**src/rtl/fifo_write_arbiter.sv**
```systemverilog
// rtl/fifo_write_arbiter.sv - round-robin write arbiter with credit tracking for a downstream FIFO
// Optional burst mode is compiled in with FIFO_ARB_BURST_EN.
module fifo_write_arbiter #(
    parameter int DATA_SIZE = 16,
    parameter int NUM_PORTS = 4,
    parameter int SIZE      = 8,
    parameter int MAX_BURST = 4
) (
    input  logic                              i_clk,
    input  logic                              i_reset,
    input  logic                              i_en,
    input  logic [NUM_PORTS-1:0]              i_req,
    input  logic [NUM_PORTS*DATA_SIZE-1:0]    i_data,
    output logic [NUM_PORTS-1:0]              o_ack,
    output logic                              o_fifo_write,
    output logic [DATA_SIZE-1:0]              o_fifo_data,
    output logic [$clog2(NUM_PORTS)-1:0]      o_grant_id,
    input  logic                              i_fifo_read,
    output logic [$clog2(SIZE):0]             o_credits
);

    localparam int PW = $clog2(NUM_PORTS);
    localparam int CW = $clog2(SIZE) + 1;

    // A burst must allow at least one word; the block below only anchors the parameter.
    if (MAX_BURST < 1) begin : g_max_burst_must_be_positive
    end

`ifdef FIFO_ARB_BURST_EN
    localparam int BW = $clog2(MAX_BURST + 1);
    typedef enum logic [1:0] {IDLE, GRANT, BURST} state_t;
    logic [BW-1:0] burst_cnt, burst_next;
`else
    typedef enum logic [0:0] {IDLE, GRANT} state_t;
`endif

    state_t                 state, state_next;
    logic [PW-1:0]          rr_ptr, rr_next;
    logic [PW-1:0]          rr_sel, sel;
    logic                   grant;
    logic                   read_ok;
    logic [CW-1:0]          credits, credits_next;
    logic [DATA_SIZE-1:0]   words [NUM_PORTS];

    always_comb begin
        for (int p = 0; p < NUM_PORTS; p++) begin
            words[p] = i_data[p*DATA_SIZE +: DATA_SIZE];
        end
    end

    // Descending search so the nearest requester after rr_ptr is the last to be written.
    always_comb begin
        int idx;
        rr_sel = '0;
        idx    = 0;
        for (int k = NUM_PORTS; k >= 1; k--) begin
            idx = (int'(rr_ptr) + k) % NUM_PORTS;
            if (i_req[PW'(idx)]) begin
                rr_sel = PW'(idx);
            end
        end
    end

    always_comb begin
        grant      = 1'b0;
        sel        = rr_sel;
        state_next = state;
        rr_next    = rr_ptr;
`ifdef FIFO_ARB_BURST_EN
        burst_next = burst_cnt;
`endif
        if (i_en) begin
            state_next = IDLE;
`ifdef FIFO_ARB_BURST_EN
            burst_next = '0;
`endif
            if (|i_req && credits != '0) begin
                grant = 1'b1;
`ifdef FIFO_ARB_BURST_EN
                if (state == BURST && i_req[rr_ptr] && burst_cnt < BW'(MAX_BURST)) begin
                    sel        = rr_ptr;
                    burst_next = burst_cnt + BW'(1);
                end else begin
                    sel        = rr_sel;
                    burst_next = BW'(1);
                end
                state_next = BURST;
`else
                state_next = GRANT;
`endif
                rr_next = sel;
            end
        end
    end

    // A read that coincides with a grant always cancels it, even at full credit.
    always_comb begin
        read_ok      = i_fifo_read && (credits < CW'(SIZE) || grant);
        credits_next = credits;
        if (grant && !read_ok) begin
            credits_next = credits - CW'(1);
        end else if (!grant && read_ok) begin
            credits_next = credits + CW'(1);
        end
    end

    always_ff @(posedge i_clk or posedge i_reset) begin
        if (i_reset) begin
            state        <= IDLE;
            rr_ptr       <= PW'(NUM_PORTS - 1);
            credits      <= CW'(SIZE);
            o_ack        <= '0;
            o_fifo_write <= 1'b0;
            o_fifo_data  <= '0;
            o_grant_id   <= '0;
        end else begin
            state        <= state_next;
            rr_ptr       <= rr_next;
            credits      <= credits_next;
            o_fifo_write <= grant;
            o_ack        <= grant ? (NUM_PORTS'(1) << sel) : '0;
            o_fifo_data  <= grant ? words[sel] : '0;
            o_grant_id   <= grant ? sel : '0;
        end
    end

`ifdef FIFO_ARB_BURST_EN
    always_ff @(posedge i_clk or posedge i_reset) begin
        if (i_reset) begin
            burst_cnt <= '0;
        end else begin
            burst_cnt <= burst_next;
        end
    end
`endif

    assign o_credits = credits;

endmodule

```
**config.mk**
```make
export PLATFORM = sky130hd
export DESIGN_NAME = fifo_write_arbiter
export DESIGN_NICKNAME = d
export VERILOG_FILES = /design/src/rtl/fifo_write_arbiter.sv
export SDC_FILE = /design/constraint.sdc
export NUM_CORES = 1
export LEC_CHECK = 0
export CORE_AREA = 2 2 63 80
export DETAILED_ROUTE_END_ITERATION = 10
export DIE_AREA = 0 0 65 82
export PLACE_DENSITY = 0.81
export SLEW_MARGIN = 20
export SYNTH_ARGS = -nofsm -noshare
export SYNTH_HDL_FRONTEND = slang
export SYNTH_SLANG_ARGS = --single-unit
```
**constraint.sdc**
```tcl
create_clock -name i_clk -period 3 [get_ports i_clk]
set_input_delay 0.45 -clock i_clk [delete_from_list [all_inputs] [get_ports i_clk]]
set_output_delay 0.45 -clock i_clk [all_outputs]
set_load 0.01 [all_outputs]
```
-- Word-level counts from Yosys, hierarchy flattened
Cells that the tools add are included.
- bits of input ports: 72
- register bits after elaboration: 29
- output and inout bits: 27
- bitwise operators: 1
- multiplexer cells: 26
- reduce and logical (&&, ||, !) cells: 11
- add/sub/neg operators: 6
- order comparisons: 6
- shifts and indexed selects: 1
- operators by type and width (operator ; count):
    2-to-1 mux 16 bit ; 3
    binary-select mux 16 bit (select 2 bit) ; 1
    < comparator 2 x 4 -> 1 bit (second input constant) ; 4
    2-to-1 mux 4 bit ; 3
    2-to-1 mux 1 bit ; 10
    2-to-1 mux 2 bit ; 5
    binary-select mux 1 bit (select 2 bit) ; 4
    adder 2 x 1 -> 2 bit (second input constant) ; 2
    adder 2 bit (second input constant) ; 2
    adder 4 x 1 -> 4 bit (second input constant) ; 1
    logical AND 1 bit ; 4
    < comparator 4 bit (second input constant) ; 1
    nonzero test 4 bit ; 1
    OR reduction 4 bit ; 1
    << shifter 1 x 2 -> 4 bit (first input constant) ; 1
    subtractor 4 x 1 -> 4 bit (second input constant) ; 1
    >= comparator 3 bit (second input constant) ; 1
    NOT 2 -> 3 bit ; 1
    zero test 1 bit ; 2
    AND reduction 2 bit ; 1
    nonzero test 2 bit ; 1
    logical OR 1 bit ; 1

-- Longest topological paths before layout
- depth after elaboration: 13
- mapped depth: 10

-- Least setup slack after synthesis
Ideal clock, no wire load.
- path type: register to register
- from: register credits[1] (netlist: o_credits[1])
- to: register credits[2] (netlist: o_credits[2])
- setup slack: 684 ps
- arrival time: 2186 ps
- stages on the path, launching flop included: 10
- cell sequence: dfrtp_1 > nor4_1 > nor2_1 > ha_1 > xor2_1 > ha_1 > a21oi_1 > xor2_1 > nor2_1 > xor2_1
- cells in the longest elaborated chain, start to end: 9
- RTL lines (element ; line ; source):
    start: declaration ; 42 ; logic [CW-1:0] credits, credits_next;
    start signal: assignment ; 111 ; credits <= CW'(SIZE);
    start signal: assignment ; 119 ; credits <= credits_next;
    nonzero test 4 bit (*) ; 77 ; if (|i_req && credits != '0) begin
    logical AND 1 bit (*) ; 77 ;
    2-to-1 mux 1 bit (*) ; n/a ;
    2-to-1 mux 1 bit (*) ; 72 ; if (i_en) begin
    named net grant ; 40 ; logic grant;
    logical OR 1 bit ; 98 ; read_ok = i_fifo_read && (credits < CW'(SIZE) || grant);
    logical AND 1 bit ; 98 ;
    zero test 1 bit ; 100 ; if (grant && !read_ok) begin
    logical AND 1 bit ; 100 ;
    2-to-1 mux 4 bit / nonzero test 2 bit (equally long branches) ; n/a ;
Mark *: on every way through the listed nets, which the timed path passes. The rest lies on a longest branch. The select of a mux whose other input is x is not followed.
A chain may end at the register's enable or synchronous reset.

-- Worst setup path in the final report
Ends and elaborated chain as after synthesis.

==> summary.md <==
| Metric | Value |
|---|---|
| Longest Clk Path Bufs | `2` |
| Max rail drop VDD | `346 uV` |
| Initial antenna violation count | `0` |
| Reg2reg start | `o_credits[1]` |
| Final Hold Vio Count | `0` |
| Crit path arrival time | `2.65 ns` |
| Power share of the clock group | `0.191` |
| Register area share after synthesis | `0.448` |
| Cell Int Power | `1.21 mW` |
| Layout Nets | `316` |
| Die width | `65 um` |
| Final min period | `2.50 ns` |
| Mapped cell area | `1630 um2` |
| CP max FO | `7` |
| CP bufs+invs | `0` |
| Synth Warn # | `0` |
| Crit-path cells | `nor4_1, nor2_1, ha_1, xor2_1, ha_1, a21oi_1, xor2_1, nor2_1, xor2_1` |
| Fillers | `395` |
| Fin. max-slew vios | `0` |
| CP max stage delay | `0.56 ns` |
| Run status | `finished, final reports clean` |
| Logic pwr share | `0.477` |
| Clock Root Buffer | `clkbuf_8` |
| Syn Inst Count | `137` |
| Area fraction of the dominant cell type after synthesis | `0.400` |
| Row Count | `28` |
| Area leader, netlist | `dfrtp_1` |
| Final Non-Filler Cells | `302` |
| Routed Wire Length | `4.07 mm` |
| GRT Util Overall | `0.164` |
| Post-synth EDFFs | `0` |
| Sw frac | `0.325` |
| RSZ-0062 raised after global routing | `false` |
| Vias in the first global route | `1523` |
| Setup violation total in the final timing report | `0` |
| Post-synth cell types | `36` |
| Die H | `82 um` |
| 1st-iter DRT viols | `39` |
| Global route overflow | `0` |
| Post-synth top flop | `dfrtp_1` |
| HP Start | `rr_ptr[0]` |
| TritonCTS clock tree | `yes` |
| Post-cts sizing count | `0` |
| Syn nets | `212` |
| WL per Instance | `13.5 um` |
| Fin crit share | `0.835` |
| Reg-to-reg critical path endpoint | `o_credits[2]` |
| Switching power total | `0.584 mW` |
| Port bufs | `98` |
| Syn Area/Cell | `11.9 um2` |
| Total number of vias | `1498` |
| Skew final | `0.00758 ns` |
| Postcts setup bufs | `0` |
| Post-route ant nets | `0` |
| Worst hold stages | `2` |
| Critical Setup Path Class | `register to register` |
| Antenna Cells | `0` |
| Core ar. | `4590 um2` |
| Total Die Area | `5330 um2` |
| Power Total | `1.80 mW` |
| Via/cell ratio | `4.96` |
| R2R depth | `9` |
| Clock sink count | `29` |
| Reg clk slew, reported paths | `0.06 ns` |
| CP Capture Type | `register` |
| Leak Pwr | `1.22 nW` |
| # hold bufs at CTS | `0` |
| Cell family with most CP delay | `simple AND/OR/NAND/NOR gates` |
| Fin Setup TNS | `0 ns` |
| Cell area power density | `646 nW/um2` |
| Most used cell, CP | `xor2_1` |
| I/O Pins | `99` |
| Starting Density | `0.354` |
| Seq cells post-synth | `29` |
| Worst Tran Pin Value | `0.549 ns` |
| Worst setup SP type | `register` |
| Synth area leaders | `dfrtp_1, mux2i_1, o22ai_2, dfstp_2, o22ai_1` |
| Largest net degree at the start of global routing | `35` |
| Gpl congestion | `0.776` |
| CP required | `3.15 ns` |
| HPWL Detailed | `3.16 mm` |
| Power share of the sequential group | `0.332` |
| Max cap viols | `0` |
| Ys async rst share | `1.00` |
| Synth-to-Final Area Change | `71.2%` |
| First drt pass iteration count | `4` |
| First-pass GRT wire length | `6.66 mm` |
| Worst hold endpoint | `rr_ptr[0]` |
| Fmax | `399 MHz` |
| Layout cell share with drive strength beyond 1 | `0.120` |
| Slowest CP cell | `nor4_1` |
| DR DRC count | `0` |
| Inst Count DP | `294` |
| Clock Latency Late Sink | `0.27 ns` |
| HP Class | `register to register` |
| H-tree depth | `2` |
| Rel. slew slack | `0.630` |
| R2R setup slack | `0.50 ns` |
| Inserted Clock Buffers | `5` |
layout by cell type, fill, tap and decap left out, drive strengths merged, types with 5 or more instances in the layout:
| cell | n |
|---|---|
| clkdlybuf4s50 | 98 |
| mux2i | 33 |
| dfrtp | 26 |
| o22ai | 16 |
| nor2 | 7 |
| nand2 | 7 |
| clkbuf | 7 |
| buf | 5 |
cells in the mapped netlist (2+ instances only):
cell type  count
buf_4          3
o21ai_0        3
mux2i_1       33
inv_1          3
o21bai_1       2
buf_6          2
o22ai_2        8
dfrtp_1       26
dfstp_2        3
nand2b_1       3
nand3b_1       3
xor2_1         3
nand2_1        7
o22ai_1        8
nor2_1         7
ha_1           3
tightest hold or removal path: stages, from the launching register on:
cell     delay [ns]
dfstp_2        0.38
o21ai_0        0.08
nand2_1        0.07
area by class of cell:
cell class | instances | area (um2) | share of cell area
clock buffer | 7 | 96.3 | 0.0346
clock inverter | 1 | 5.00 | 0.00180
inverter | 3 | 11.3 | 0.00404
multi-input combinational | 99 | 836 | 0.300
sequential | 29 | 729 | 0.262
tap | 60 | 75.1 | 0.0270
timing repair buffer | 103 | 1030 | 0.370
per-stage QoR:
step | hold WS [ns] | util | instance area, um2 | worst slack (ns)
CTS | 0.535 | 0.607 | 2780 | 0.490
finish | 0.527 | 0.607 | 2780 | 0.496
detailed placement | 0.524 | 0.585 | 2680 | 0.231
floorplan | 0.470 | - | 1630 | 0.684
global placement | 0.511 | 0.585 | 2680 | 0.316
global route | 0.575 | 0.607 | 2780 | 0.297
power groups by stage:
stage	Clock [mW]	Sequential (mW)	Combinational, mW
finish	0.344	0.596	0.858
global route	0.376	0.615	0.934
CTS	0.354	0.597	0.873
detailed placement	0	0.603	0.870
global placement	0	0.597	0.854
floorplan	0	0.639	0.445
routing by layer:
layer / routed length, um / vias up / share of wire / track usage
met5: 0 / - / 0 / 0
met2: 2350 / 61 / 0.58 / 0.318
li1: - / 715 / - / -
met4: 65 / 0 / 0.016 / 0.0638
met3: 272 / 4 / 0.067 / 0.0466
met1: 1390 / 718 / 0.34 / 0.164
logic make-up after synthesis:
family / Yosys count / synth area share
xor+xnor: 4 / 0.0215
fa+ha+maj: 3 / 0.0231
buf+inv: 9 / 0.0377
flops: 29 / 0.448
simple gates: 28 / 0.0923
compound gates: 30 / 0.167
mux: 34 / 0.210
state kept, by name (all words and copies together) (netlist names):
register and cells:
rr_ptr 2, o_ack 4, o_credits 4, o_fifo_data 16, o_fifo_write 1, o_grant_id 2
how the worst max path moves through the flow:
stage,startpoint,endpoint,slack (ns),cells past startpoint
after floorplan,o_credits[1],o_credits[2],0.68,9
final,o_credits[1],o_credits[2],0.50,9
after global routing,o_credits[1],o_credits[2],0.30,9
after detailed placement,i_req[3],o_credits[2],0.23,10
after CTS,o_credits[1],o_credits[2],0.49,9
after global placement,i_req[3],o_credits[2],0.32,10
Note: power is estimated with default switching activity, not from simulation.
